[config.mk]
export PLATFORM = sky130hd
export DESIGN_NAME = riscv_mem_port_arbiter
export DESIGN_NICKNAME = d
export VERILOG_FILES = /design/src/rtl/riscv_mem_port_arbiter.sv
export SDC_FILE = /design/constraint.sdc
export NUM_CORES = 1
export LEC_CHECK = 0
export BUFFER_PORTS_ARGS = -buffer_cell sky130_fd_sc_hd__buf_2
export CORE_ASPECT_RATIO = 2
export CORE_MARGIN = 2
export CORE_UTILIZATION = 48
export CTS_BUF_LIST = sky130_fd_sc_hd__clkbuf_4 sky130_fd_sc_hd__clkbuf_8
export CTS_CLUSTER_SIZE = 28
export DETAILED_ROUTE_END_ITERATION = 8
export GPL_TIMING_DRIVEN = 0
export PLACE_DENSITY = 0.86
export SYNTH_ARGS = -nofsm -noshare
export SYNTH_HDL_FRONTEND = slang
export SYNTH_SLANG_ARGS = --single-unit
export TNS_END_PERCENT = 5
[constraint.sdc]
create_clock -name clk -period 1.8 [get_ports clk]
set_input_delay 0.18 -clock clk [delete_from_list [all_inputs] [get_ports clk]]
set_output_delay 0.18 -clock clk [all_outputs]
set_load 0.05 [all_outputs]
[src/rtl/riscv_mem_port_arbiter.sv]
// Arbitrates one single-ported memory between fetch (IF) and memory-stage (D) ports.
// Ports: clk, rst (sync, active-low); IF req/addr/rdata/ack/stall; D req/we/addr/wdata/rdata/ack/stall;
//        memory side mem_en/mem_we/mem_addr/mem_wdata out, mem_rdata/mem_done in.
module riscv_mem_port_arbiter #(
    parameter int ADDR_W     = 32,
    parameter int DATA_W     = 32,
    parameter int STARVE_MAX = 4
) (
    input  logic              clk,
    input  logic              rst,
    input  logic              if_req,
    input  logic [ADDR_W-1:0] if_addr,
    output logic [DATA_W-1:0] if_rdata,
    output logic              if_ack,
    output logic              if_stall,
    input  logic              d_req,
    input  logic              d_we,
    input  logic [ADDR_W-1:0] d_addr,
    input  logic [DATA_W-1:0] d_wdata,
    output logic [DATA_W-1:0] d_rdata,
    output logic              d_ack,
    output logic              d_stall,
    output logic              mem_en,
    output logic              mem_we,
    output logic [ADDR_W-1:0] mem_addr,
    output logic [DATA_W-1:0] mem_wdata,
    input  logic [DATA_W-1:0] mem_rdata,
    input  logic              mem_done
);

    localparam int CNT_W = $clog2(STARVE_MAX + 1);

    typedef enum logic [1:0] {
        IDLE,
        BUSY_IF,
        BUSY_D
    } state_t;

    state_t            state, stateNext;
    logic [CNT_W-1:0]  starveCnt, starveNext;
    logic              enNext, weNext;
    logic [ADDR_W-1:0] addrNext;
    logic [DATA_W-1:0] wdataNext;
    logic              ifAckNext, dAckNext;
    logic [DATA_W-1:0] ifRdataNext, dRdataNext;
    logic              ifLive, dLive, starved;

    // A port acked this cycle still shows its old req; ignore it.
    assign ifLive  = if_req & ~if_ack;
    assign dLive   = d_req & ~d_ack;
    assign starved = (starveCnt == CNT_W'(STARVE_MAX));

    // Stalls are forced low while reset is held so every output reads 0.
    assign if_stall = rst & if_req & ~if_ack;
    assign d_stall  = rst & d_req & ~d_ack;

    always_comb begin
        stateNext   = state;
        starveNext  = starveCnt;
        enNext      = 1'b0;
        weNext      = mem_we;
        addrNext    = mem_addr;
        wdataNext   = mem_wdata;
        ifAckNext   = 1'b0;
        dAckNext    = 1'b0;
        ifRdataNext = if_rdata;
        dRdataNext  = d_rdata;
        unique case (state)
            IDLE: begin
                if (!if_req) begin
                    starveNext = '0;
                end
                if (dLive && !(ifLive && starved)) begin
                    stateNext = BUSY_D;
                    enNext    = 1'b1;
                    weNext    = d_we;
                    addrNext  = d_addr;
                    wdataNext = d_wdata;
                    // D only beats a live IF while below the limit,
                    // so this increment never overflows.
                    if (ifLive) begin
                        starveNext = starveCnt + 1'b1;
                    end
                end else if (ifLive) begin
                    stateNext  = BUSY_IF;
                    enNext     = 1'b1;
                    weNext     = 1'b0;
                    addrNext   = if_addr;
                    starveNext = '0;
                end
            end
            BUSY_IF: begin
                // mem_en high marks the issue cycle; done is not yet valid.
                if (!mem_en && mem_done) begin
                    stateNext   = IDLE;
                    ifAckNext   = 1'b1;
                    ifRdataNext = mem_rdata;
                end
            end
            BUSY_D: begin
                if (!mem_en && mem_done) begin
                    stateNext = IDLE;
                    dAckNext  = 1'b1;
                    if (!mem_we) begin
                        dRdataNext = mem_rdata;
                    end
                end
            end
            default: begin
                stateNext = IDLE;
            end
        endcase
    end

    always_ff @(posedge clk) begin
        if (!rst) begin
            state     <= IDLE;
            starveCnt <= '0;
            mem_en    <= 1'b0;
            mem_we    <= 1'b0;
            mem_addr  <= '0;
            mem_wdata <= '0;
            if_ack    <= 1'b0;
            d_ack     <= 1'b0;
            if_rdata  <= '0;
            d_rdata   <= '0;
        end else begin
            state     <= stateNext;
            starveCnt <= starveNext;
            mem_en    <= enNext;
            mem_we    <= weNext;
            mem_addr  <= addrNext;
            mem_wdata <= wdataNext;
            if_ack    <= ifAckNext;
            d_ack     <= dAckNext;
            if_rdata  <= ifRdataNext;
            d_rdata   <= dRdataNext;
        end
    end

endmodule
==> results.md, run 1 <==
- Routed wire length: 20.9 mm
- Slew HR: 62.3%
- RR Endpoint: mem_addr[24]
- FILL cells: 763
- First-pass GRT wire length: 31.6 mm
- Die Ht: 157 um
- Area after DPL: 7140 sq um
- Sequential cell area: 2750 sq um
- Net count, final: 1200
- CTS Root Cell: clkbuf_8
- Via density: 5.47
- Per-cell routed wire length: 17.1 um
- Most frequent cells after synthesis: nand2_1, dfxtp_1, a21oi_1
- Share of layout cells above drive strength 1: 32.1%
- R2R Setup Slk: 0.02 ns
- Synth Net Count: 808
- PortBufs: 266
- Share of Yosys cell area claimed by the top area cell type: 48.8%
- Cell area after layout: 8680 sq um
- Multi-input gate area: 2440 sq um
- Total iterations of the first detailed-routing run: 5
- Final Skew: 0.0115 ns
- Unrepaired setup endpoints after global routing: true
- R2r startpoint: state[1]
- Core footprint: 11600 sq um
- Starting Density: 48.6%
- Final Util: 75.0%
- Prevailing post-synth register cell: dfxtp_1
- Syn avg cell area: 8.40 sq um
- Cts bufs inserted: 17
- Min cycle time layout: 1.78 ns
- Total Die Area: 12600 sq um
- R2r worst-path depth: 7
- CTS H-tree lvls: 4
- Outcome: finished, final reports clean
- Area growth syn-to-layout: 54.3%
- # Post-CTS Setup Buffers: 0
- Placer congestion estimate: 0.841
- Total chip power: 8.04 mW
- Post-synth EDFFs: 0
- Synth area leaders: dfxtp_1, nand2_1, a21oi_1, mux2i_1, o311ai_1
- Number of synthesized register bits: 137
- Maximum vdd drop: 0.711 mV
- Req. time, crit path: 2.11 ns
- Largest net degree at the start of global routing: 17
- Library cells used by synthesis: 41
- Clk slew on worst S/H paths: 0.08 ns
- Clk_lat worst skew: 0.44 ns
- Crit path to: mem_addr[24]
- FP Rows: 56
- Post-route setup TNS: 0 ns
- Via Count: 6666
- Final hold slack: 0.0151 ns
- Worst-case clock buffer depth: 2
- Setup Viol. Count Final: 0
- Cells after Synth: 669
- Congestion Overflow GR: 0
- Asr flop ratio synth: 0%
- # diodes: 0
- Final period util: 98.7%
- Vias in the first global route: 6708
- Worst Tran Pin Value: 0.565 ns
- Fmax: 0.563 GHz
- Pwr dens: 926 nW/um^2
- Die Span X: 80.5 um
- Critical path type: register to register
- Critical Path Fanout Max: 10
- DP Wirelength: 12.8 mm
- Final Hold Fails: 0
- Leak: 3.93 nW
- DRC viols: 0
- Crit. Startpoint: state[1]
- I/O pins: 268
- Cell accounting for the most synthesized area: dfxtp_1
- Iter 0 DRT Violations: 440
- Final max-slew violation count: 0
- CTS tree: done
- Element type at the critical path end: register
- Initial antenna violation count: 0
- CTS Sinks: 137
- Critical Path AT: 2.08 ns
- Max_cap viols: 0
- Min-delay src: if_addr[15]
- Total GRT Usage: 32.2%
- Yosys warning count: 0
- Worst Hold Class: primary input to register
- CP Launch Type: register
- Most frequent cell after synthesis: nand2_1
- Hold path depth: 3
- Detail Route Antenna Nets: 0
- Cell area after synthesis: 5620 sq um
- Register area share after synthesis: 48.8%
area by class of cell:
cell class | instances | share of cell area, %
buffer | 61 | 4.11
clock buffer | 19 | 2.87
clock inverter | 13 | 1.63
inverter | 39 | 1.69
multi-input combinational | 432 | 28.2
sequential | 137 | 31.7
tap | 145 | 2.09
timing repair buffer | 373 | 27.8
layer usage:
metal  track usage [%]  part of all wire [%]
met1              32.7                    35
met4              18.9                   4.3
met3              10.0                   9.8
met5                 0                     0
met2              56.4                    51
kinds of logic after synthesis:
family	Yosys count	share of synthesized area [%]
compound gates	142	16.8
fa+ha+maj	5	1.11
buf+inv	100	8.28
flops	137	48.8
mux	32	5.70
simple gates	253	19.4
flip-flops by register name, indices dropped and copies added (netlist names):
| signal | count |
|---|---|
| if_rdata | 32 |
| d_rdata | 32 |
| mem_we | 1 |
| mem_addr | 32 |
| mem_en | 1 |
| d_ack | 1 |
| state | 2 |
| mem_wdata | 32 |
| starveCnt | 3 |
| if_ack | 1 |
power by group:
| group | switching (mW) | internal, mW | total, mW |
|---|---|---|---|
| Sequential | 0.121 | 3.24 | 3.36 |
| Combinational | 1.41 | 0.713 | 2.12 |
| Clock | 1.28 | 1.27 | 2.55 |
per-stage QoR:
step | setup slack (ns) | cells
after floorplan | 0.0195 | 669
after global placement | 0.116 | 1080
after detailed placement | 0.0696 | 1080
after CTS | 0.0255 | 1219
after global routing | -0.0598 | 1219
final | 0.0228 | 1219
worst max-delay path: stages (launching register included):
cell and delay [ns]:
dfxtp_2 0.34, inv_1 0.07, ha_1 0.21, and4b_1 0.22, clkbuf_1 0.25, clkbuf_4 0.27, o211ai_1 0.12, o311ai_1 0.15
what timing repair did:
action                                 4_1_cts  5_1_grt
endpoints found under the hold margin      125        0
hold buffers                               107        0
pin swaps                                    0        3
resized for setup                            8       28
setup endpoints to repair                    1       65
placed cells by master, fill, tap and decap left out, drive strengths merged, types with 4 or more instances in the layout:
cell | synthesis | layout
a21oi | 66 | 66
buf | 37 | 300
clkbuf | 24 | 46
dfxtp | 137 | 137
dlygate4sd3 | 0 | 107
ha | 5 | 5
inv | 39 | 44
mux2i | 32 | 32
nand2 | 195 | 195
nand2b | 4 | 4
nand3 | 34 | 34
o211ai | 33 | 33
o311ai | 32 | 32
worst min path at each step:
stage	slack [ns]	endpoint
final	0.02	mem_addr[15]
after global routing	0.008	mem_wdata[27]
after CTS	0.002	mem_addr[26]
after detailed placement	0.41	mem_addr[9]
after global placement	0.41	mem_we
after floorplan	0.31	mem_we
Note: power is estimated with default switching activity, not from simulation.
==> run 2, diff against run 1 <==
--- a/config.mk
+++ b/config.mk
@@ -7,5 +7,5 @@
 export LEC_CHECK = 0
 export BUFFER_PORTS_ARGS = -buffer_cell sky130_fd_sc_hd__buf_2
-export CORE_ASPECT_RATIO = 2
+export CORE_ASPECT_RATIO = 0.75
 export CORE_MARGIN = 2
 export CORE_UTILIZATION = 48
==> constraint.sdc (replaced) <==
create_clock -name clk -period 1.8 [get_ports clk]
set_input_delay 0.18 -clock clk [delete_from_list [all_inputs] [get_ports clk]]
set_output_delay 0.18 -clock clk [all_outputs]
set_load 0.01 [all_outputs]
==> run 2 against run 1 <==
Effect of this change: worst hold slack improved by 0.0039 ns; via count fell by 4.5%; global-route usage fell by 1.8 points; largest cell class is now flip-flops and latches.
==> results.md, run 2 (synthesis gave the netlist of run 1 again) <==
- Post-layout worst setup margin: 0.0706 ns (was 0.0228 ns)
- Cell Chain, Critical Path: inv_1, ha_1, nand4bb_1, clkbuf_1, clkbuf_1, nand2_1, a21oi_1 (was inv_1, ha_1, and4b_1, clkbuf_1, clkbuf_4, o211ai_1, o311ai_1)
- Final max-slew violation count: 0 (unchanged)
- Pre-CTS WS: 0.0736 ns (was 0.0696 ns)
- Net count, final: 1188 (was 1200)
- Critical Path Fanout Max: 10 (unchanged)
- CTS H-tree lvls: 4 (unchanged)
- FILL cells: 837 (was 763)
- Vias in the first global route: 6305 (was 6708)
- Most frequent cells in the layout: buf_2, nand2_1, dfxtp_1 (unchanged)
- Area growth syn-to-layout: 52.0% (was 54.3%)
- CTS Root Cell: clkbuf_8 (unchanged)
- Met3 Usage GRT: 7.84% (was 10.0%)
- Core footprint: 11500 sq um (was 11600 sq um)
- CP bufs+invs: 3 (unchanged)
- Final period util: 96.1% (was 98.7%)
- FP Rows: 34 (was 56)
- PortBufs: 266 (unchanged)
- Total chip power: 7.30 mW (was 8.04 mW)
- Req. time, crit path: 2.15 ns (was 2.11 ns)
- DP Wirelength: 12.4 mm (was 12.8 mm)
- Clk_lat worst skew: 0.43 ns (was 0.44 ns)
- Worst path top cell family by delay: buffers and inverters (unchanged)
- Grt met2 use: 53.6% (was 56.4%)
- Min cycle time layout: 1.73 ns (was 1.78 ns)
- Element type at the critical path end: register (unchanged)
- CTS Sinks: 137 (unchanged)
- Pwr dens: 854 nW/um^2 (was 926 nW/um^2)
- Worst-case clock buffer depth: 2 (unchanged)
- Most used cell, CP: clkbuf_1
- Starting Density: 48.8% (was 48.6%)
- CP Launch Type: register (unchanged)
- Dpl cells: 1097 (was 1080)
- First-pass GRT wire length: 30.7 mm (was 31.6 mm)
- Hold path depth: 3 (unchanged)
- Setup Viol. Count Final: 0 (unchanged)
- Via Count: 6364 (was 6666)
- Crit. path cell count: 7 (unchanged)
- Total iterations of the first detailed-routing run: 6 (was 5)
- Die Span X: 129 um (was 80.5 um)
- DRC viols: 0 (unchanged)
- Leak: 3.87 nW (was 3.93 nW)
- Routed wire length: 19.3 mm (was 20.9 mm)
- I/O pins: 268 (unchanged)
- Slowest-stage cell, CP: clkbuf_1 (was dfxtp_2)
- Cts bufs inserted: 17 (unchanged)
- Congestion Overflow GR: 0 (unchanged)
- Final non-filler cell total: 1224 (was 1219)
- Via density: 5.20 (was 5.47)
- Final Skew: 0.0145 ns (was 0.0115 ns)
- Die Ht: 97.7 um (was 157 um)
- Total Die Area: 12600 sq um (about the same)
- Worst Hold Class: primary input to register (unchanged)
- Per-cell routed wire length: 15.7 um (was 17.1 um)
- Total GRT Usage: 30.4% (was 32.2%)
- Final Hold Fails: 0 (unchanged)
- CTS tree: done (unchanged)
- Clk slew on worst S/H paths: 0.09 ns (was 0.08 ns)
- Critical path type: register to register (unchanged)
- Worst Tran Pin Value: 0.586 ns (was 0.565 ns)
- Area after DPL: 7160 sq um (was 7140 sq um)
- Maximum vdd drop: 0.749 mV (was 0.711 mV)
- Global route hottest layer: met2 (unchanged)
- Share of layout cells above drive strength 1: 32.1% (about the same)
- Fmax: 0.578 GHz (was 0.563 GHz)
- Post-route setup TNS: 0 ns (unchanged)
- Largest net degree at the start of global routing: 17 (unchanged)
- Slowest stage delay, CP: 0.42 ns (was 0.34 ns)
- Slew HR: 61.0% (was 62.3%)
- Final Util: 74.2% (was 75.0%)
- Most common cell after layout, fill and taps aside: buf_2 (unchanged)
- # diodes: 0 (unchanged)
- Placer congestion estimate: 0.853 (was 0.841)
- Max_cap viols: 0 (unchanged)
- GR Layer Usage met1: 35.6% (was 32.7%)
- R2r worst-path depth: 7 (unchanged)
- Final hold slack: 0.0190 ns (was 0.0151 ns)
- Iter 0 DRT Violations: 324 (was 440)
- Initial antenna violation count: 0 (unchanged)
- Unrepaired setup endpoints after global routing: true (unchanged)
- Critical Path AT: 2.08 ns (about the same)
- Outcome: finished, final reports clean (unchanged)
- Detail Route Antenna Nets: 0 (unchanged)
- Cell area after layout: 8550 sq um (was 8680 sq um)
==> run 2: per-layer routing <==
| metal | routed length (um) | up-vias | share of wire (%) |
|---|---|---|---|
| met5 | 0 | - | 0 |
| met4 | 517 | 0 | 2.7 |
| met3 | 1460 | 48 | 7.6 |
| met2 | 9530 | 332 | 50 |
| met1 | 7740 | 2941 | 40 |
| li1 | - | 3043 | - |
==> run 2: worst paths after layout <==
| path | start | slack [ns] | to |
|---|---|---|---|
| worst max-delay path | state[0] | 0.07 | d_rdata[3] |
| worst max register to register | state[0] | 0.07 | d_rdata[3] |
| worst min register to register | if_rdata[19] | 0.46 | if_rdata[19] |
| worst min-delay path | if_addr[14] | 0.02 | mem_addr[14] |
==> run 2: area by class of cell <==
cell class | count | area, sq um | share of cell area, %
clock buffer | 19 | 255 | 2.99
multi-input combinational | 432 | 2430 | 28.4
clock inverter | 13 | 135 | 1.58
timing repair buffer | 362 | 2290 | 26.8
tap | 162 | 203 | 2.37
inverter | 39 | 146 | 1.71
buffer | 60 | 347 | 4.05
sequential | 137 | 2750 | 32.1
==> run 2: worst min-delay path, cell delays in order <==
cell,delay [ns]
buf_2,0.08
o211ai_1,0.07
o311ai_1,0.08
==> run 2: what timing repair did <==
action,CTS,global route
buffers inserted,0,0
setup endpoints to repair,1,102
pin swaps,0,3
hold buffers,95,1
gates cloned,0,0
gates resized for setup,3,21
hold endpoints to repair,116,1
==> run 2: where the power goes <==
part | internal, mW | switching, mW | total (mW) | leakage [nW]
Combinational | 0.689 | 0.770 | 1.46 | 2.57
Clock | 1.18 | 1.30 | 2.48 | 0.187
Sequential | 3.24 | 0.114 | 3.36 | 1.12
==> run 3, diff against run 2 <==
HOLD_SLACK_MARGIN = 0.08   (was unset)
REMOVE_ABC_BUFFERS = 1   (was unset)
==> run 3 against run 2 <==
Effect of this change: the run now ends with negative setup slack left; worst setup slack got worse by 0.18 ns; global-route usage increased by 4.7 points; combinational power increased by 5%; core utilization increased by 2.4 points; wire length increased by 16%; clock-buffer cell count decreased by 2; die area unchanged; first-iteration DRC count increased by 78%; register-to-register slack got worse by 0.18 ns; critical path type unchanged.
==> results.md, run 3 (synthesis gave the netlist of run 1 again) <==
- CTS tree: done (unchanged)
- Congestion Overflow GR: 0 (unchanged)
- First-pass GRT wire length: 34.4 mm (was 30.7 mm)
- Leak: 3.98 nW (was 3.87 nW)
- Sequential cell area: 2750 sq um (unchanged)
- Cell Chain, Critical Path: inv_1, ha_2, nand3b_1, nand2_1, a21oi_1 (was inv_1, ha_1, nand4bb_1, clkbuf_1, clkbuf_1, nand2_1, a21oi_1)
- WL met2: 10.4 mm (was 9.53 mm)
- Met3 routed WL: 2.08 mm (was 1.46 mm)
- Met1 WL: 8.46 mm (was 7.74 mm)
- Slowest-stage cell, CP: nand3b_1 (was clkbuf_1)
- Final Skew: 0.0171 ns (was 0.0145 ns)
- CTS H-tree lvls: 4 (unchanged)
- Max_cap viols: 0 (unchanged)
- Pwr dens: 858 nW/um^2 (was 854 nW/um^2)
- Fmax: 0.523 GHz (was 0.578 GHz)
- Element type at the critical path end: register (unchanged)
- Worst-case clock buffer depth: 2 (unchanged)
- Placer congestion estimate: 0.813 (was 0.853)
- Maximum vdd drop: 0.578 mV (was 0.749 mV)
- Core footprint: 11500 sq um (unchanged)
- Via Count: 6663 (was 6364)
- Sw frac: 29.4% (was 29.9%)
- Most frequent cells in the layout: buf_2, nand2_1, dfxtp_1 (unchanged)
- Detail Route Antenna Nets: 0 (unchanged)
- Clk slew on worst S/H paths: 0.08 ns (was 0.09 ns)
- Logic gate share of total power: 20.4% (was 20.0%)
- DP Wirelength: 10.6 mm (was 12.4 mm)
- Worst Hold Class: primary input to register (unchanged)
- Final max-slew violation count: 0 (unchanged)
- Multi-input gate area: 2530 sq um (was 2430 sq um)
- Clk_lat worst skew: 0.44 ns (was 0.43 ns)
- Vias in the first global route: 6853 (was 6305)
- PortBufs: 267 (was 266)
- Critical Path AT: 2.22 ns (was 2.08 ns)
- Area after DPL: 6950 sq um (was 7160 sq um)
- Failing checks: negative setup slack
- Total iterations of the first detailed-routing run: 5 (was 6)
- Die Span X: 129 um (unchanged)
- Most common cell after layout, fill and taps aside: buf_2 (unchanged)
- Total Die Area: 12600 sq um (unchanged)
- Slew HR: 33.3% (was 61.0%)
- Post-route setup TNS: -0.822 ns (was 0 ns)
- Post-layout worst setup margin: -0.111 ns (was 0.0706 ns)
- R2r worst-path depth: 5 (was 7)
- Per-cell routed wire length: 18.3 um (was 15.7 um)
- Sw power: 2.23 mW (was 2.18 mW)
- I/O pins: 268 (unchanged)
- Pint: 5.35 mW (was 5.12 mW)
- Net count, final: 1177 (was 1188)
- Cts bufs inserted: 17 (unchanged)
- Hold endpoint: mem_en (was mem_addr[14])
- Total GRT Usage: 35.1% (was 30.4%)
- RR Endpoint: if_rdata[25] (was d_rdata[3])
- Pre-CTS WS: -1.04 ns (was 0.0736 ns)
- FILL cells: 710 (was 837)
- Worst Tran Pin Value: 0.997 ns (was 0.586 ns)
- R2r startpoint: state[1] (was state[0])
- Unrepaired setup endpoints after global routing: true (unchanged)
- Req. time, crit path: 2.11 ns (was 2.15 ns)
- Critical Path Fanout Max: 17 (was 10)
- CTS Root Cell: clkbuf_8 (unchanged)
- CTS Sinks: 137 (unchanged)
- FP Rows: 34 (unchanged)
- Area growth syn-to-layout: 57.0% (was 52.0%)
- Share of layout cells above drive strength 1: 31.5% (was 32.1%)
- Clk network pwr share: 35.1% (was 34.0%)
- Max Used Layer: met4 (unchanged)
- Critical path type: register to register (unchanged)
- Min-delay src: rst (was if_addr[14])
- Final Hold Fails: 0 (unchanged)
- Setup Viol. Count Final: 22 (was 0)
- CP Launch Type: register (unchanged)
- Final period util: 106% (was 96.1%)
- Die Ht: 97.7 um (unchanged)
- Routed wire length: 22.2 mm (was 19.3 mm)
- Hold path depth: 3 (unchanged)
- Initial antenna violation count: 2 (was 0)
- Slowest stage delay, CP: 0.69 ns (was 0.42 ns)
- R2R Setup Slk: -0.11 ns (was 0.07 ns)
- Largest net degree at the start of global routing: 79 (was 17)
- Iter 0 DRT Violations: 578 (was 324)
- Flop pwr share: 44.5% (was 46.0%)
- Min cycle time layout: 1.91 ns (was 1.73 ns)
- DRC viols: 0 (unchanged)
- Cell area after layout: 8830 sq um (was 8550 sq um)
- Starting Density: 48.8% (unchanged)
- Outcome: finished, violations left (was finished, final reports clean)
- Via density: 5.49 (was 5.20)
-- run 3: cell types whose count changed in the layout (fill, tap and decap cells not counted), moves of 3 or more --
cell / change
ha_2: +4
buf_1: -6
clkbuf_4: -3
buf_8: +3
buf_4: +5
buf_2: -22
clkbuf_2: -3
buf_6: -3
clkbuf_1: -19
clkinv_2: +3
dlygate4sd3_1: +33
inv_6: -3
ha_1: -4
-- run 3: timing repair --
item	4_1_cts	5_1_grt
endpoints found under the setup margin	137	98
endpoints found under the hold margin	129	0
setup buffers	5	3
resized for setup	17	4
gates cloned	3	0
hold buffers	129	0
pin swaps	4	15
-- run 3: through the flow --
stage / util (%) / total power, mW / instances / hold slack [ns]
after floorplan: - / 4.01 / 608 / 0.298
after global placement: 59.4 / 4.53 / 1037 / 0.406
after detailed placement: 60.3 / 4.59 / 1041 / 0.408
after CTS: 76.3 / 7.48 / 1209 / 0.153
after global routing: 76.6 / 7.86 / 1212 / 0.182
final: 76.6 / 7.57 / 1213 / 0.178
-- run 3: worst max-delay path by stage --
stage                        end  depth (start not counted)      from
floorplan             d_rdata[0]                          5  state[0]
global placement      d_rdata[4]                          5  state[0]
detailed placement      state[0]                          4       rst
CTS                  d_rdata[13]                          6  state[0]
global route        if_rdata[25]                          5  state[1]
finish              if_rdata[25]                          5  state[1]
-- run 3: worst max-delay path, delay by kind of cell, from the launching register on --
| family | cells | cell delay [ns] |
|---|---|---|
| AO/OA/AOI/OAI | 1 | 0.11 |
| flip-flops | 1 | 0.34 |
| buffers and inverters | 1 | 0.08 |
| adder cells (fa/ha/maj) | 1 | 0.20 |
| AND/OR/NAND/NOR | 2 | 1.06 |
-- run 3: routing by layer --
metal  GRT usage [%]  vias to the layer above
li1                -                     3025
met1            38.9                     3014
met2            56.7                      483
met3            13.0                      141
met4            22.2                        0
met5               0                        -
-- run 3: final cells by class --
cell class	count	area share, %
well taps	162	2.30
inverters	39	1.69
diodes	1	0.0283
multi-input cells	435	28.6
clock inverters	14	1.98
flip-flops and latches	137	31.1
clock buffers	17	2.65
repair buffers	408	31.6
-- run 3: power by group through the flow --
stage / logic (mW) / registers [mW] / clock network [mW]
3_3_place_gp: 1.12 / 3.41 / 0
5_1_grt: 1.65 / 3.39 / 2.83
4_1_cts: 1.46 / 3.35 / 2.67
3_5_place_dp: 1.17 / 3.42 / 0
6_report: 1.54 / 3.37 / 2.66
2_1_floorplan: 0.498 / 3.51 / 0
